## config.mk

```make
export PLATFORM = sky130hd
export DESIGN_NAME = simframe_rate_limiter_flat
export DESIGN_NICKNAME = d
export VERILOG_FILES = /design/src/rtl/simframe_pkg.sv /design/src/rtl/simframe_rate_limiter_if.sv /design/src/rtl/simframe_rate_limiter_usec_ticker.sv /design/src/rtl/simframe_rate_limiter.sv /design/src/flat_wrapper.sv
export SDC_FILE = /design/constraint.sdc
export NUM_CORES = 1
export LEC_CHECK = 0
export ABC_AREA = 1
export CORE_AREA = 5 5 607 609
export CTS_CLUSTER_DIAMETER = 200
export CTS_CLUSTER_SIZE = 8
export DETAILED_ROUTE_END_ITERATION = 12
export DIE_AREA = 0 0 612 614
export PLACE_DENSITY = 0.32
export SYNTH_ARGS = -nofsm -noshare
export SYNTH_HDL_FRONTEND = slang
export SYNTH_SLANG_ARGS = --single-unit
```

## constraint.sdc

```tcl
create_clock -name clk -period 7.45 [get_ports clk]
set_input_delay 0.745 -clock clk [delete_from_list [all_inputs] [get_ports clk]]
set_output_delay 0.745 -clock clk [all_outputs]
set_load 0.03 [all_outputs]
```

## src/rtl/simframe_pkg.sv

```systemverilog
// Shared constants, state encoding and the credit clamp helper for simframe_rate_limiter.
package simframe_pkg;

    localparam int BEAT_BYTES = 64;
    localparam int CREDIT_W   = 41;
    localparam int CAP_W      = 40;

    localparam logic signed [CREDIT_W-1:0] BEAT_CREDIT = 41'sd64;
    localparam logic signed [CREDIT_W:0]   BEAT_DEBIT  = 42'sd64;

    typedef enum logic [1:0] {
        S_IDLE = 2'd0,
        S_SEND = 2'd1,
        S_META = 2'd2
    } state_t;

    // Clamp a widened credit sum to the (unsigned) bucket cap.
    function automatic logic signed [CREDIT_W:0] clamp_to_cap(
        input logic signed [CREDIT_W:0] value,
        input logic [CAP_W-1:0]         cap
    );
        logic signed [CREDIT_W:0] cap_ext;
        cap_ext = $signed({2'b00, cap});
        if (value > cap_ext) begin
            clamp_to_cap = cap_ext;
        end else begin
            clamp_to_cap = value;
        end
    endfunction

endpackage

```

## src/rtl/simframe_rate_limiter_if.sv

```systemverilog
// AXI-Stream beat bundle used on both sides of simframe_rate_limiter.
interface simframe_rate_limiter_if #(
    parameter int DW = 512
);
    logic [DW-1:0] tdata;
    logic          tlast;
    logic          tvalid;
    logic          tready;

    modport master (output tdata, output tlast, output tvalid, input  tready);
    modport slave  (input  tdata, input  tlast, input  tvalid, output tready);
endinterface

```

## src/rtl/simframe_rate_limiter_usec_ticker.sv

```systemverilog
// Free-running 0..CLK_MHZ-1 counter; tick is high on the cycle the counter wraps.
module usec_ticker #(
    parameter int CLK_MHZ = 250
) (
    input  logic clk,
    input  logic resetn,
    output logic tick
);
    localparam int CNT_W = (CLK_MHZ > 1) ? $clog2(CLK_MHZ) : 1;
    localparam logic [CNT_W-1:0] CNT_LAST = CNT_W'(CLK_MHZ - 1);

    logic [CNT_W-1:0] cnt_r;

    assign tick = (cnt_r == CNT_LAST);

    // Cycle counter, wraps once per microsecond.
    always_ff @(posedge clk) begin
        if (!resetn) begin
            cnt_r <= {CNT_W{1'b0}};
        end else if (tick) begin
            cnt_r <= {CNT_W{1'b0}};
        end else begin
            cnt_r <= cnt_r + {{(CNT_W-1){1'b0}}, 1'b1};
        end
    end
endmodule

```

## src/rtl/simframe_rate_limiter.sv

```systemverilog
// Token-bucket pacer for simframe beats with one registered output beat.
// Define SIMFRAME_METADATA_EN to append the metadata beat after every frame.
module simframe_rate_limiter
    import simframe_pkg::*;
#(
    parameter int DW            = 512,
    parameter int CLK_MHZ       = 250,
    parameter int MAX_CREDIT_US = 4
) (
    input  logic                   clk,
    input  logic                   resetn,
    input  logic [31:0]            bytes_per_usec,
    input  logic [DW-1:0]          metadata,
    simframe_rate_limiter_if.slave  axis_in,
    simframe_rate_limiter_if.master axis_out
);
    state_t                     state_r;
    state_t                     state_s;
    logic [DW-1:0]              data_r;
    logic                       last_r;
    logic                       valid_r;
    logic                       meta_pend_r;
    logic signed [CREDIT_W-1:0] credit_r;
    logic [CAP_W-1:0]           cap_s;
    logic signed [CREDIT_W:0]   refill_s;
    logic signed [CREDIT_W:0]   clamped_s;
    logic signed [CREDIT_W:0]   next_credit_s;
    logic                       tick_s;
    logic                       credit_ok_s;
    logic                       in_ready_s;
    logic                       load_s;
`ifdef SIMFRAME_METADATA_EN
    logic                       load_meta_s;
`else
    logic                       unused_metadata_s;
    assign unused_metadata_s = ^metadata;
`endif

    usec_ticker #(.CLK_MHZ(CLK_MHZ)) u_ticker (
        .clk    (clk),
        .resetn (resetn),
        .tick   (tick_s)
    );

    // Clamp runs every cycle, so lowering the rate shrinks the bucket at once.
    assign cap_s         = {8'd0, bytes_per_usec} * CAP_W'(MAX_CREDIT_US);
    assign refill_s      = $signed({credit_r[CREDIT_W-1], credit_r})
                         + (tick_s ? $signed({10'd0, bytes_per_usec}) : 42'sd0);
    assign clamped_s     = clamp_to_cap(refill_s, cap_s);
    assign next_credit_s = clamped_s - (load_s ? BEAT_DEBIT : 42'sd0);
    assign credit_ok_s   = (credit_r >= BEAT_CREDIT);

    // Next-state, input ready and load decisions.
    always_comb begin
        state_s    = state_r;
        in_ready_s = 1'b0;
        load_s     = 1'b0;
`ifdef SIMFRAME_METADATA_EN
        load_meta_s = 1'b0;
`endif
        case (state_r)
            S_IDLE: begin
                in_ready_s = credit_ok_s;
                if (axis_in.tvalid && credit_ok_s) begin
                    load_s  = 1'b1;
                    state_s = S_SEND;
                end else begin
                    state_s = S_IDLE;
                end
            end
            S_SEND: begin
                in_ready_s = axis_out.tready & credit_ok_s & ~meta_pend_r;
                if (axis_in.tvalid && in_ready_s) begin
                    load_s  = 1'b1;
                    state_s = S_SEND;
                end else if (axis_out.tready && meta_pend_r) begin
                    state_s = S_META;
                end else if (axis_out.tready) begin
                    state_s = S_IDLE;
                end else begin
                    state_s = S_SEND;
                end
            end
`ifdef SIMFRAME_METADATA_EN
            // Metadata is loaded without a credit check and may drive credit negative.
            S_META: begin
                load_s      = 1'b1;
                load_meta_s = 1'b1;
                state_s     = S_SEND;
            end
`endif
            default: begin
                state_s = S_IDLE;
            end
        endcase
    end

    // State, output valid and credit registers.
    always_ff @(posedge clk) begin
        if (!resetn) begin
            state_r  <= S_IDLE;
            valid_r  <= 1'b0;
            credit_r <= {CREDIT_W{1'b0}};
        end else begin
            state_r  <= state_s;
            valid_r  <= (state_s == S_SEND);
            credit_r <= next_credit_s[CREDIT_W-1:0];
        end
    end

    // Held output beat; meta_pend_r remembers that the held beat closed a frame.
    always_ff @(posedge clk) begin
        if (!resetn) begin
            data_r      <= {DW{1'b0}};
            last_r      <= 1'b0;
            meta_pend_r <= 1'b0;
`ifdef SIMFRAME_METADATA_EN
        end else if (load_meta_s) begin
            data_r      <= metadata;
            last_r      <= 1'b1;
            meta_pend_r <= 1'b0;
        end else if (load_s) begin
            data_r      <= axis_in.tdata;
            last_r      <= 1'b0;
            meta_pend_r <= axis_in.tlast;
`else
        end else if (load_s) begin
            data_r      <= axis_in.tdata;
            last_r      <= axis_in.tlast;
            meta_pend_r <= 1'b0;
`endif
        end else begin
            data_r      <= data_r;
            last_r      <= last_r;
            meta_pend_r <= meta_pend_r;
        end
    end

    assign axis_in.tready  = in_ready_s;
    assign axis_out.tdata  = data_r;
    assign axis_out.tlast  = last_r;
    assign axis_out.tvalid = valid_r;
endmodule
```

## src/flat_wrapper.sv

```systemverilog
// flat-port wrapper written by rule: the top's interface ports become plain ports
module simframe_rate_limiter_flat import simframe_pkg::*;
#(
    parameter int DW            = 512,
    parameter int CLK_MHZ       = 250,
    parameter int MAX_CREDIT_US = 4
)
  (clk, resetn, bytes_per_usec, metadata, axis_in_tdata, axis_in_tlast, axis_in_tvalid, axis_in_tready, axis_out_tdata, axis_out_tlast, axis_out_tvalid, axis_out_tready);
  simframe_rate_limiter_if #(.DW(DW)) axis_in_i ();
  simframe_rate_limiter_if #(.DW(DW)) axis_out_i ();
  input  logic clk;
  input  logic resetn;
  input  logic [31:0] bytes_per_usec;
  input  logic [DW-1:0] metadata;
  input wire logic [$bits(axis_in_i.tdata)-1:0] axis_in_tdata;
  input wire logic [$bits(axis_in_i.tlast)-1:0] axis_in_tlast;
  input wire logic [$bits(axis_in_i.tvalid)-1:0] axis_in_tvalid;
  output wire logic [$bits(axis_in_i.tready)-1:0] axis_in_tready;
  output wire logic [$bits(axis_out_i.tdata)-1:0] axis_out_tdata;
  output wire logic [$bits(axis_out_i.tlast)-1:0] axis_out_tlast;
  output wire logic [$bits(axis_out_i.tvalid)-1:0] axis_out_tvalid;
  input wire logic [$bits(axis_out_i.tready)-1:0] axis_out_tready;
  assign axis_in_i.tdata = axis_in_tdata;
  assign axis_in_i.tlast = axis_in_tlast;
  assign axis_in_i.tvalid = axis_in_tvalid;
  assign axis_in_tready = axis_in_i.tready;
  assign axis_out_tdata = axis_out_i.tdata;
  assign axis_out_tlast = axis_out_i.tlast;
  assign axis_out_tvalid = axis_out_i.tvalid;
  assign axis_out_i.tready = axis_out_tready;
  simframe_rate_limiter #(.DW(DW), .CLK_MHZ(CLK_MHZ), .MAX_CREDIT_US(MAX_CREDIT_US)) u_core (.clk(clk), .resetn(resetn), .bytes_per_usec(bytes_per_usec), .metadata(metadata), .axis_in(axis_in_i), .axis_out(axis_out_i));
endmodule
```

==> metrics list <==
- TritonCTS built the clock tree.
- The filler cells instantiated in the layout total 41997.
- The number of max-slew violations in the final report is 0.
- In the final layout, the share of cells above drive strength 1 is 4.68%.
- Setup TNS: 0 ps
* Vias: 26383
- Remaining Overflow, GRT: 0
* Root buffer cell: sky130_fd_sc_hd__clkbuf_16
- Dividing the detail-routed via count by the number of cells gives 2.87.
* Final Worst Setup Slack: 772 ps
- The clock arrives with 41.9 ps of skew.
- Critical path's slowest cell: sky130_fd_sc_hd__dfxtp_1
* Met3 GRT Util: 3.09%
- Timing would allow up to 150 MHz.
* Number of max-cap violations: 0
* Number of buffers inserted by port buffering: 1063
* Final weighted congestion in routability-driven placement: 0.847
* Startpoint Class: register
* Hold Path Stages: 3
- The tightest min-delay check is of the in2reg type.
* Total number of H-tree levels: 3
* Worst hold endpoint: u_core.axis_out.tdata[43]
- In the finished design, the share of the clock period the worst path needs comes to 89.6%.
* Critical Setup Path Class: reg2reg
* Antenna violations before repair: 90
- The analysis attributes to cell leakage a power of 16.4 nW.
* CP Data Required Time: 8010 ps
* Area share of the largest cell type after synthesis: 46.9%
* FF-to-FF Start: u_core.u_ticker.cnt_r[3]
* Number of nets in the synthesized netlist: 4516
- For this run, design rule violations remaining after detail routing come to 0.
- CP max FO: 33
* Maximum number of buffers from clock root to sink: 3
- Global routing consumed, on the met2 layer, 17.0% of the routing resources.
- The HPWL after detailed placement is 153000 um.
- The cell that appears most often on the critical path is sky130_fd_sc_hd__nand2_1.
* Routed length per placed instance: 20.4 um
- Counting the buffers created by CTS gives 80.
* Starting density of the core: 6.65%
- Area enclosed by the die boundary: 376000 sq um
- Critical R2R Capture: u_core.credit_r[28]
- Clock transition at the registers of the reported paths: 60 ps
* Die outline width: 612 um
- IR analysis of the VDD net gives a maximum drop of 0.153 mV.
- Placeable Area: 362000 sq um
- After the first detailed-routing iteration, the DRC count stood at 1406.
- sky130_fd_sc_hd__dfxtp_1 takes more of the synthesized area than any other cell.
- Post-synthesis register bit count: 563
- The via count of the first global-routing pass is 26369.
- Total power density per cell area: 333 nW/um^2
* Sum of routed wire length over all layers: 187000 um
* Total global routing track utilization: 9.43%
* Total clock sinks: 563
- Total setup violations reported at the end of the flow: 0
* Global-route wire length before repair: 244000 um
- Status: finished, final reports clean
- During I/O placement, the number of pins put on the boundary was 1576.
- Area delta synth->final: 76.8%
- Slew of the pin with the lowest slew margin: 1280 ps
* Mapped Area: 24000 sq um
* Avg Cell Area, Syn: 7.10 sq um
- Subtracting the final worst setup slack from the clock period gives 6680 ps.
- The worst setup path is captured at a register.
* Number of iterations in the first detailed-routing pass: 5
- Sequential cell area fraction in the yosys report: 46.9%
* Met1 capacity usage during global routing: 10.9%
* Final number of hold-violating endpoints: 0
* Arrival time at the worst endpoint: 7240 ps
- Standard-cell row count: 221
- Remaining antenna violation count after routing: 0
- At the placement stage, the worst setup path has a slack of 285 ps.
- The largest single stage delay on the critical path is 380 ps.
* Yosys warning count: 0
* Busiest layer in global routing: met2
- For this run, the post-layout net count is 5507.
* Reg2Reg Setup Slack: 770 ps
- The number of cells on the worst reg-to-reg path is 39.
- The netlist uses 46 different library cells.
* Cells after Synth: 3386
- By area the synthesized netlist is led by sky130_fd_sc_hd__dfxtp_1 47%, sky130_fd_sc_hd__nor2_1 18%, sky130_fd_sc_hd__o21ai_0 11%, sky130_fd_sc_hd__nand2_1 5.5%, sky130_fd_sc_hd__ha_1 3.5%.
* Normalized max-slew margin: 14.6%
* Maximum number of pins on one net before global-route repair: 175
- From bottom edge to top edge, the die measures 614 um.
* Hold path start: resetn
- Setup repair after global routing left no endpoint under its margin.
- Later-pin clock latency in the skew report: 690 ps
-- cell usage after synthesis, drive strengths merged --
cell and number:
nand4 9, nand3 85, nor2 1194, fa 1, a21oi 80, a41oi 1
xor2 29, or2 3, inv 171, o21a 5, a21o 2, and3 3
dfxtp 563, nand2 377, o21bai 8, a22oi 1, and2 4, nor3b 2
a31o 6, clkinv 2, buf 11, nor4 13, nor3 14, clkbuf 178
xnor2 5, ha 68, or4 1, a21boi 2, o21ai 545, nand3b 3
-- worst max-delay path, delay by kind of cell (launching register included) --
family | cells | cell delay, ps
AO/OA/AOI/OAI | 4 | 860
flip-flops | 1 | 380
buffers and inverters | 5 | 740
AND/OR/NAND/NOR | 26 | 3570
adder cells (fa/ha/maj) | 4 | 980
-- power by group --
group | total [mW] | internal [mW] | leakage (nW) | switching [mW]
combinational | 6.65 | 2.14 | 10.7 | 4.51
sequential | 4.01 | 3.64 | 4.67 | 0.371
clock | 3.52 | 1.91 | 1.05 | 1.61
-- cell type report --
cell class / instances / area [sq um] / share of cell area, %
Clock buffer: 82 / 2010 / 4.73
Inverter: 173 / 657 / 1.55
Clock inverter: 7 / 140 / 0.330
Tap cell: 4794 / 6000 / 14.1
Timing Repair Buffer: 1098 / 11000 / 26.0
Antenna cell: 10 / 25.0 / 0.0589
Sequential cell: 563 / 11300 / 26.5
Multi-Input combinational cell: 2461 / 11400 / 26.8
-- registers in the layout (all words and copies together) (netlist names) --
signal,cells
u_core.credit_r,41
u_core.axis_out.tvalid,1
u_core.axis_out.tlast,1
u_core.u_ticker.cnt_r,8
u_core.axis_out.tdata,512
-- worst max path at each step --
stage | startpoint | end | slack (ps)
2_1_floorplan | u_core.u_ticker.cnt_r[3] | u_core.credit_r[26] | 1730
4_1_cts | u_core.u_ticker.cnt_r[3] | u_core.credit_r[40] | 490
5_1_grt | u_core.u_ticker.cnt_r[3] | u_core.credit_r[24] | 120
3_5_place_dp | bytes_per_usec[24] | u_core.credit_r[40] | 290
6_report | u_core.u_ticker.cnt_r[3] | u_core.credit_r[28] | 770
3_3_place_gp | bytes_per_usec[24] | u_core.credit_r[40] | 30
-- kinds of logic (layout without fill, tap and decap cells) --
| kind of cell | Yosys count | after routing | synth area share [%] |
|---|---|---|---|
| AND/OR/NAND/NOR | 1708 | 1708 | 28.5 |
| AO/OA/AOI/OAI | 650 | 650 | 13.9 |
| flip-flops | 563 | 563 | 46.9 |
| buffers and inverters | 362 | 1360 | 5.89 |
| adder cells (fa/ha/maj) | 69 | 69 | 3.62 |
| XOR/XNOR | 34 | 34 | 1.24 |
| other | 0 | 10 | 0 |
-- stage by stage --
step	total power [mW]	utilization, %	cells	cell area (sq um)	hold WS (ps)
floorplan	7.72	-	3386	24000	434
finish	14.2	11.8	9188	42500	467
CTS	14.6	11.7	9177	42500	381
global route	15.2	11.7	9180	42500	417
detailed placement	10.8	11.1	9088	40300	460
global placement	10.9	11.1	9088	40300	453
-- placed cells by master, fill, tap and decap left out, types with 25 or more instances in the layout --
cell type | synthesis | layout
sky130_fd_sc_hd__inv_1 | 161 | 161
sky130_fd_sc_hd__clkdlybuf4s50_1 | 0 | 1062
sky130_fd_sc_hd__a21oi_1 | 78 | 77
sky130_fd_sc_hd__dfxtp_1 | 563 | 563
sky130_fd_sc_hd__nor2_1 | 1172 | 1171
sky130_fd_sc_hd__ha_1 | 68 | 68
sky130_fd_sc_hd__nand3_1 | 76 | 76
sky130_fd_sc_hd__xor2_1 | 29 | 29
sky130_fd_sc_hd__clkbuf_16 | 0 | 80
sky130_fd_sc_hd__buf_4 | 3 | 25
sky130_fd_sc_hd__nand2_1 | 353 | 353
sky130_fd_sc_hd__o21ai_0 | 541 | 541
-- layer usage --
metal  up-vias  wire length [um]
met5         -                76
met1     12492             75400
met3       255             13600
li1      12782                 -
met2       842             94300
met4        12              3690
-- what timing repair did --
item,in CTS,in global routing
setup buffers,0,1
hold buffers,0,0
endpoints found under the setup margin,0,8
gates resized for setup,0,3
No activity file was read; power rests on OpenSTA's default activity.
